--- src/rtl/multi_project_io_mux_if.sv ---
// Management Wishbone slave bus used to select the hosted design.
//   master: drives strobe/cycle/write-enable/selects/address/write data
//   slave : returns one-cycle ack and read data (zero when not acking)
interface multi_project_io_mux_if;
  logic        wbs_stb_i;
  logic        wbs_cyc_i;
  logic        wbs_we_i;
  logic [3:0]  wbs_sel_i;
  logic [31:0] wbs_adr_i;
  logic [31:0] wbs_dat_i;
  logic        wbs_ack_o;
  logic [31:0] wbs_dat_o;

  modport master (
    output wbs_stb_i, wbs_cyc_i, wbs_we_i, wbs_sel_i, wbs_adr_i, wbs_dat_i,
    input  wbs_ack_o, wbs_dat_o
  );

  modport slave (
    input  wbs_stb_i, wbs_cyc_i, wbs_we_i, wbs_sel_i, wbs_adr_i, wbs_dat_i,
    output wbs_ack_o, wbs_dat_o
  );
endinterface

--- src/rtl/multi_project_io_mux.sv ---
// Multi-project pad multiplexer. Hosts NUM_PROJ designs behind one pad ring and
// selects one at run time over the management Wishbone. A switch tri-states all
// pads for GUARD_CYCLES, then holds the incoming design in reset for RST_CYCLES,
// then hands it the pads. Non-selected designs are always held in reset.
// Ports:
//   wb_clk_i, wb_rst_i : clock, synchronous active-high reset
//   wbs                : Wishbone slave (SEL 0x0, STATUS 0x4, CTRL 0x8, 0xC reads 0)
//   io_in/io_out/io_oeb: pad ring (oeb 1 = input)
//   proj_io_in         : io_in fanned out to every design
//   proj_io_out/oeb    : per-design pad drive, design k at [k*IO_PADS +: IO_PADS]
//   proj_rst           : per-design active-high reset
module multi_project_io_mux #(
  parameter int unsigned NUM_PROJ     = 4,
  parameter int unsigned IO_PADS      = 38,
  parameter int unsigned FIRST_PAD    = 5,
  parameter int unsigned GUARD_CYCLES = 8,
  parameter int unsigned RST_CYCLES   = 16,
  parameter logic [31:0] BASE_ADR     = 32'h3000_0000
) (
  input  logic                         wb_clk_i,
  input  logic                         wb_rst_i,
  multi_project_io_mux_if.slave        wbs,
  input  logic [IO_PADS-1:0]           io_in,
  output logic [IO_PADS-1:0]           io_out,
  output logic [IO_PADS-1:0]           io_oeb,
  output logic [IO_PADS-1:0]           proj_io_in,
  input  logic [NUM_PROJ*IO_PADS-1:0]  proj_io_out,
  input  logic [NUM_PROJ*IO_PADS-1:0]  proj_io_oeb,
  output logic [NUM_PROJ-1:0]          proj_rst
);

  localparam int unsigned MAXC = (GUARD_CYCLES > RST_CYCLES) ? GUARD_CYCLES : RST_CYCLES;
  localparam int unsigned CW   = (MAXC > 1) ? $clog2(MAXC) : 1;
  localparam logic [CW-1:0] GUARD_LAST = CW'(GUARD_CYCLES - 1);
  localparam logic [CW-1:0] RST_LAST   = CW'(RST_CYCLES - 1);

  typedef enum logic [1:0] {
    BOOT  = 2'd0,
    GUARD = 2'd1,
    RESET = 2'd2,
    RUN   = 2'd3
  } state_t;

  state_t              state_q, state_d;
  logic [CW-1:0]       cnt_q, cnt_d;
  logic [3:0]          active_q, active_d;
  logic [3:0]          target_q, target_d;
  logic [3:0]          sel_q, sel_d;
  logic [3:0]          pend_idx_q, pend_idx_d;
  logic                pend_q, pend_d;
  logic                err_q, err_d;
  logic                ack_q;
  logic [31:0]         dat_q, dat_d;
  logic [IO_PADS-1:0]  io_out_q, io_out_d;
  logic [IO_PADS-1:0]  io_oeb_q, io_oeb_d;
  logic [NUM_PROJ-1:0] proj_rst_q, proj_rst_d;

  logic        req, adr_hit, wr, wr_sel, wr_ctrl, idx_ok;
  logic [3:0]  wr_idx;
  logic [31:0] rd_data;

  assign proj_io_in    = io_in;
  assign io_out        = io_out_q;
  assign io_oeb        = io_oeb_q;
  assign proj_rst      = proj_rst_q;
  assign wbs.wbs_ack_o = ack_q;
  assign wbs.wbs_dat_o = dat_q;

  // Bus decode: every strobe is acked; only matching addresses with sel[0] write.
  always_comb begin
    req     = wbs.wbs_stb_i & wbs.wbs_cyc_i & ~ack_q;
    adr_hit = (wbs.wbs_adr_i[31:4] == BASE_ADR[31:4]);
    wr      = req & wbs.wbs_we_i & wbs.wbs_sel_i[0] & adr_hit;
    wr_sel  = wr & (wbs.wbs_adr_i[3:2] == 2'd0);
    wr_ctrl = wr & (wbs.wbs_adr_i[3:2] == 2'd2) & wbs.wbs_dat_i[0];
    wr_idx  = wbs.wbs_dat_i[3:0];
    idx_ok  = (32'(wr_idx) < NUM_PROJ);

    case (wbs.wbs_adr_i[3:2])
      2'd0:    rd_data = {28'd0, sel_q};
      2'd1:    rd_data = {22'd0, pend_q, err_q, 2'b00, state_q, active_q};
      default: rd_data = '0;
    endcase
    dat_d = (req & ~wbs.wbs_we_i & adr_hit) ? rd_data : '0;
  end

  // Next-state and registered-output logic.
  always_comb begin
    state_d    = state_q;
    cnt_d      = cnt_q + 1'b1;
    active_d   = active_q;
    target_d   = target_q;
    sel_d      = sel_q;
    pend_d     = pend_q;
    pend_idx_d = pend_idx_q;
    err_d      = err_q;
    io_out_d   = '0;
    io_oeb_d   = '1;
    proj_rst_d = '1;

    if (wr_sel) begin
      err_d = ~idx_ok;
      if (idx_ok) sel_d = wr_idx;
    end

    case (state_q)
      BOOT, RESET: begin
        if (wr_sel && idx_ok) begin
          pend_d     = 1'b1;
          pend_idx_d = wr_idx;
        end
        if (cnt_q == RST_LAST) begin
          state_d  = RUN;
          cnt_d    = '0;
          active_d = target_q;
        end
      end
      GUARD: begin
        if (wr_sel && idx_ok) begin
          pend_d     = 1'b1;
          pend_idx_d = wr_idx;
        end
        if (cnt_q == GUARD_LAST) begin
          state_d = RESET;
          cnt_d   = '0;
        end
      end
      RUN: begin
        cnt_d = cnt_q;
        // A fresh SEL write supersedes a request left pending from the last switch.
        if (wr_sel && idx_ok) begin
          pend_d = 1'b0;
          if (wr_idx != active_q) begin
            target_d = wr_idx;
            state_d  = GUARD;
            cnt_d    = '0;
          end
        end else if (pend_q) begin
          pend_d = 1'b0;
          if (pend_idx_q != active_q) begin
            target_d = pend_idx_q;
            state_d  = GUARD;
            cnt_d    = '0;
          end
        end else if (wr_ctrl) begin
          target_d = active_q;
          state_d  = GUARD;
          cnt_d    = '0;
        end

        for (int unsigned k = 0; k < NUM_PROJ; k++) begin
          proj_rst_d[k] = (32'(active_q) != k);
          if (32'(active_q) == k) begin
            io_out_d = proj_io_out[k*IO_PADS +: IO_PADS];
            io_oeb_d = proj_io_oeb[k*IO_PADS +: IO_PADS];
          end
        end
        for (int unsigned i = 0; i < FIRST_PAD; i++) begin
          io_out_d[i] = 1'b0;
          io_oeb_d[i] = 1'b1;
        end
      end
      default: ;
    endcase
  end

  always_ff @(posedge wb_clk_i) begin
    if (wb_rst_i) begin
      state_q    <= RESET;
      cnt_q      <= '0;
      active_q   <= '0;
      target_q   <= '0;
      sel_q      <= '0;
      pend_q     <= 1'b0;
      pend_idx_q <= '0;
      err_q      <= 1'b0;
      ack_q      <= 1'b0;
      dat_q      <= '0;
      io_out_q   <= '0;
      io_oeb_q   <= '1;
      proj_rst_q <= '1;
    end else begin
      state_q    <= state_d;
      cnt_q      <= cnt_d;
      active_q   <= active_d;
      target_q   <= target_d;
      sel_q      <= sel_d;
      pend_q     <= pend_d;
      pend_idx_q <= pend_idx_d;
      err_q      <= err_d;
      ack_q      <= req;
      dat_q      <= dat_d;
      io_out_q   <= io_out_d;
      io_oeb_q   <= io_oeb_d;
      proj_rst_q <= proj_rst_d;
    end
  end

endmodule
--- src/flat_wrapper.sv ---
// flat-port wrapper written by rule: the top's interface ports become plain ports
module multi_project_io_mux_flat 
#(
  parameter int unsigned NUM_PROJ     = 4,
  parameter int unsigned IO_PADS      = 38,
  parameter int unsigned FIRST_PAD    = 5,
  parameter int unsigned GUARD_CYCLES = 8,
  parameter int unsigned RST_CYCLES   = 16,
  parameter logic [31:0] BASE_ADR     = 32'h3000_0000
)
  (wb_clk_i, wb_rst_i, io_in, io_out, io_oeb, proj_io_in, proj_io_out, proj_io_oeb, proj_rst, wbs_wbs_stb_i, wbs_wbs_cyc_i, wbs_wbs_we_i, wbs_wbs_sel_i, wbs_wbs_adr_i, wbs_wbs_dat_i, wbs_wbs_ack_o, wbs_wbs_dat_o);
  multi_project_io_mux_if wbs_i ();
  input  logic wb_clk_i;
  input  logic wb_rst_i;
  input  logic [IO_PADS-1:0] io_in;
  output logic [IO_PADS-1:0] io_out;
  output logic [IO_PADS-1:0] io_oeb;
  output logic [IO_PADS-1:0] proj_io_in;
  input  logic [NUM_PROJ*IO_PADS-1:0] proj_io_out;
  input  logic [NUM_PROJ*IO_PADS-1:0] proj_io_oeb;
  output logic [NUM_PROJ-1:0] proj_rst;
  input wire logic [$bits(wbs_i.wbs_stb_i)-1:0] wbs_wbs_stb_i;
  input wire logic [$bits(wbs_i.wbs_cyc_i)-1:0] wbs_wbs_cyc_i;
  input wire logic [$bits(wbs_i.wbs_we_i)-1:0] wbs_wbs_we_i;
  input wire logic [$bits(wbs_i.wbs_sel_i)-1:0] wbs_wbs_sel_i;
  input wire logic [$bits(wbs_i.wbs_adr_i)-1:0] wbs_wbs_adr_i;
  input wire logic [$bits(wbs_i.wbs_dat_i)-1:0] wbs_wbs_dat_i;
  output wire logic [$bits(wbs_i.wbs_ack_o)-1:0] wbs_wbs_ack_o;
  output wire logic [$bits(wbs_i.wbs_dat_o)-1:0] wbs_wbs_dat_o;
  assign wbs_i.wbs_stb_i = wbs_wbs_stb_i;
  assign wbs_i.wbs_cyc_i = wbs_wbs_cyc_i;
  assign wbs_i.wbs_we_i = wbs_wbs_we_i;
  assign wbs_i.wbs_sel_i = wbs_wbs_sel_i;
  assign wbs_i.wbs_adr_i = wbs_wbs_adr_i;
  assign wbs_i.wbs_dat_i = wbs_wbs_dat_i;
  assign wbs_wbs_ack_o = wbs_i.wbs_ack_o;
  assign wbs_wbs_dat_o = wbs_i.wbs_dat_o;
  multi_project_io_mux #(.NUM_PROJ(NUM_PROJ), .IO_PADS(IO_PADS), .FIRST_PAD(FIRST_PAD), .GUARD_CYCLES(GUARD_CYCLES), .RST_CYCLES(RST_CYCLES), .BASE_ADR(BASE_ADR)) u_core (.wb_clk_i(wb_clk_i), .wb_rst_i(wb_rst_i), .wbs(wbs_i), .io_in(io_in), .io_out(io_out), .io_oeb(io_oeb), .proj_io_in(proj_io_in), .proj_io_out(proj_io_out), .proj_io_oeb(proj_io_oeb), .proj_rst(proj_rst));
endmodule
--- config.mk ---
export PLATFORM = sky130hd
export DESIGN_NAME = multi_project_io_mux_flat
export DESIGN_NICKNAME = d
export VERILOG_FILES = /design/src/rtl/multi_project_io_mux_if.sv /design/src/rtl/multi_project_io_mux.sv /design/src/flat_wrapper.sv
export SDC_FILE = /design/constraint.sdc
export NUM_CORES = 1
export LEC_CHECK = 0
export ABC_AREA = 0
export BUFFER_PORTS_ARGS = -buffer_cell sky130_fd_sc_hd__buf_4
export CAP_MARGIN = 20
export CORE_AREA = 2 2 217 219
export DETAILED_ROUTE_END_ITERATION = 8
export DIE_AREA = 0 0 219 221
export PLACE_DENSITY_LB_ADDON = 0.25
export SLEW_MARGIN = 0
export SYNTH_ARGS = -nofsm -noshare
export SYNTH_HDL_FRONTEND = slang
export SYNTH_SLANG_ARGS = --single-unit
--- constraint.sdc ---
create_clock -name wb_clk_i -period 1.8 [get_ports wb_clk_i]
set_input_delay 0.18 -clock wb_clk_i [delete_from_list [all_inputs] [get_ports wb_clk_i]]
set_output_delay 0.18 -clock wb_clk_i [all_outputs]
set_load 0.05 [all_outputs]
==> impl_metrics.ini <==
[outcome]
status = finished with violations
violations = setup timing

[yosys]
synth_edf_count = 0
yosys.area_share.simple_pct = 18.56
synth_compound_area_share_pct = 19.54
synth_area_leaders = dfxtp_1 37%, buf_4 10%, mux2i_1 7.8%, nor2_1 5.4%, a221oi_1 5.2%
yosysTopAreaCell = dfxtp_1
synth_cell_type_count = 51
synth_top_area_share_pct = 37.45
synthFlopType = dfxtp_1
ys_seq_area_share_pct = 37.45
synth_top_family_by_area = compound AO/OA/AOI/OAI gates
syn_area_um2 = 5507
synthCells = 631
synth_xor_area_share_pct = 1.431
synth-seq-cells = 103
yosys_warnings = 0
synth_mux_area_share_pct = 8.634
syn_area_per_cell_um2 = 8.727
synth_adder_area_share_pct = 0.2272
synthArstFlopShare_pct = 0
post-synth-top-count-cell = dfxtp_1
yosys-top-cells-count = 103 x dfxtp_1, 79 x nor2_1, 73 x buf_4, 43 x mux2i_1, 41 x clkbuf_1

[floorplanning]
io_pins = 566
die_h_um = 221
initial_utilization_pct = 11.95
core_region_area_um2 = 46060
num_rows = 79
dieArea_um2 = 48400
die_width_um = 219

[timing]
hold_ws_ns = 0.03160
tns_ns = -0.04787
hold_viol_final = 0
setup_viol = 4
period_needed_ns = 1.818
postLayoutSetupSlackWorst_ns = -0.01810
max_freq_mhz = 550.0
rsz0062_at_grt = true
drv_slew = 0
finClkSkew_ns = 0.01243
period_share_pct = 101.0

[clock_network]
clk_path_buf_depth = 2
clk_latency_ns = 0.39
numCtsBuffers = 9
htreeDepth = 3
cts_sinks = 103
root_buffer = clkbuf_16
cts_tree = yes
path_clk_slew_ns = 0.08

[setup_path]
reg2reg_from = u_core.wbs.wbs_ack_o
r2r-end = u_core.target_q[0]
end_kind = flop
reg2reg_depth = 6
critPathLaunchType = flop
r2r_slack_ns = -0.02
crit_path_max_fanout = 5
cp_data_arrival_time_ns = 2.14
path_class = reg -> reg
worstPathRequired_ns = 2.12

[global_routing]
grt-busiest-layer = met2
grt_max_degree = 36
met3_usage_pct = 3.615
use_met1_pct = 10.71
gr-total-overflow = 0
grt_pass1_wl_um = 37200
track_usage_pct = 10.44
antenna_found_initial = 0
grt_pass1_vias = 6146
use_met2_pct = 19.00

[worst_hold_path]
worstHoldEndpoint = u_core.wbs.wbs_ack_o
hold_class = in -> reg
min-delay-start = wb_rst_i
min_delay_path_depth = 2

[power]
comb_power_share_pct = 16.7
vdd_drop_max_mv = 0.3669
clock_power_share_pct = 40.6
p_sw_share_pct = 28.61
p_int_mw = 3.820
seq_power_share_pct = 42.7
p_sw_mw = 1.531
p_leak_nw = 4.003
pwr_density_cell_nw_per_um2 = 566.8

[placement]
gp_congestion = 0.7610
pre_cts_slack_ns = -0.1968
port_buffers = 382
place_hpwl_um = 21210

[routing]
viasPerCell = 3.693
ant_nets = 0
avgRoutedWirePerCell_um = 16.29
drt-initial-drc-count = 178
num_vias = 5908
wl_um = 26070
drcViolationCount = 0
dr.pass1.iters = 6

[run]
drv_cap = 0

[layout]
postLayoutCoreUtil_pct = 20.50
drive_gt1_share_pct = 49.14
syn_to_final_growth_pct = 71.46
num-nets-final = 1404
antennaDiodeCount = 0
[metal layers]
layer	vias up	routed length, um
met1	2684	9663
met4	0	882
met2	284	13290
met3	51	2229
li1	2889	-
met5	-	0
[per-stage QoR]
stage / power, mW / cell area (um2) / cells
floorplan: 2.940 / 5655 / 663
global placement: 3.229 / 9039 / 1579
finish: 5.351 / 9442 / 1600
CTS: 5.513 / 9389 / 1598
global route: 5.632 / 9442 / 1600
detailed placement: 3.237 / 9039 / 1579
[power by group through the flow]
stage | Clock [mW] | Sequential [mW] | Combinational, mW
detailed placement | 0 | 2.34 | 0.896
global route | 2.39 | 2.29 | 0.958
floorplan | 0 | 2.34 | 0.596
global placement | 0 | 2.34 | 0.889
finish | 2.17 | 2.29 | 0.893
CTS | 2.33 | 2.29 | 0.900
[final cells by class]
class | count | area [um2]
clock buffer | 9 | 225.2
fill | 5191 | 36620
tap | 607 | 759.5
sequential | 103 | 2073
multi-input combinational | 437 | 2870
clock inverter | 7 | 88.84
timing repair buffer | 437 | 3425
[worst max-delay path, stage by stage (launching register included)]
cell      delay, ns
dfxtp_4        0.34
and3b_2        0.28
nand4_4        0.10
nor4_4         0.33
o211ai_4       0.15
or4_1          0.48
o21ai_1        0.08
[logic make-up after synthesis]
kind of cell | count (synthesis)
AOI/OAI and AO/OA | 159
and+or+nand+nor | 187
buffers and inverters | 123
other | 2
muxes | 47
DFF | 103
adders and majority gates | 1
xor gates and xnor gates | 9
[how the worst max path moves through the flow]
stage                               startpoint                 end  slack (ns)
after global placement        wbs_wbs_adr_i[6]  u_core.target_q[0]       -0.19
after floorplan           u_core.wbs.wbs_ack_o  u_core.target_q[2]      -0.002
after detailed placement      wbs_wbs_adr_i[5]  u_core.target_q[0]       -0.20
after CTS                 u_core.wbs.wbs_ack_o  u_core.target_q[1]       -0.05
after global routing      u_core.wbs.wbs_ack_o  u_core.target_q[0]       -0.13
final                     u_core.wbs.wbs_ack_o  u_core.target_q[0]       -0.02
[layout by cell type, fill, tap and decap left out, types with 4 or more instances in the layout]
| master | synthesis | routed |
|---|---|---|
| a221oi_1 | 33 | 31 |
| mux2i_1 | 43 | 43 |
| a211oi_1 | 35 | 35 |
| buf_4 | 73 | 424 |
| xor2_1 | 8 | 8 |
| clkbuf_16 | 0 | 9 |
| nor2b_1 | 36 | 36 |
| nor4_2 | 4 | 5 |
| nor2_1 | 79 | 77 |
| o22ai_1 | 33 | 33 |
| and3_1 | 5 | 5 |
| buf_12 | 0 | 11 |
| nand3_1 | 5 | 5 |
| conb_1 | 2 | 34 |
| a21oi_1 | 9 | 8 |
| dfxtp_1 | 103 | 98 |
| o21ai_0 | 39 | 38 |
| nor3_1 | 5 | 4 |
| nand2_1 | 19 | 17 |
[registers in the layout (all words and copies together) (netlist names)]
signal and cells:
u_core.state_q 2, u_core.err_q 1, u_core.io_out 33, u_core.wbs.wbs_dat_o 8, u_core.active_q 4, u_core.wbs.wbs_ack_o 1
u_core.sel_q 4, u_core.cnt_q 4, u_core.io_oeb 33, u_core.target_q 4, u_core.pend_q 1, u_core.pend_idx_q 4
u_core.proj_rst 4
[what timing repair did]
| item | CTS | global route |
|---|---|---|
| resized for setup | 4 | 11 |
| hold endpoints to repair | 1 | 0 |
| hold buffers | 1 | 0 |
| setup buffers | 2 | 2 |
| pin swaps | 0 | 2 |
| cloned | 0 | 0 |
| setup endpoints to repair | 8 | 11 |
(Power assumes the default switching activity.)
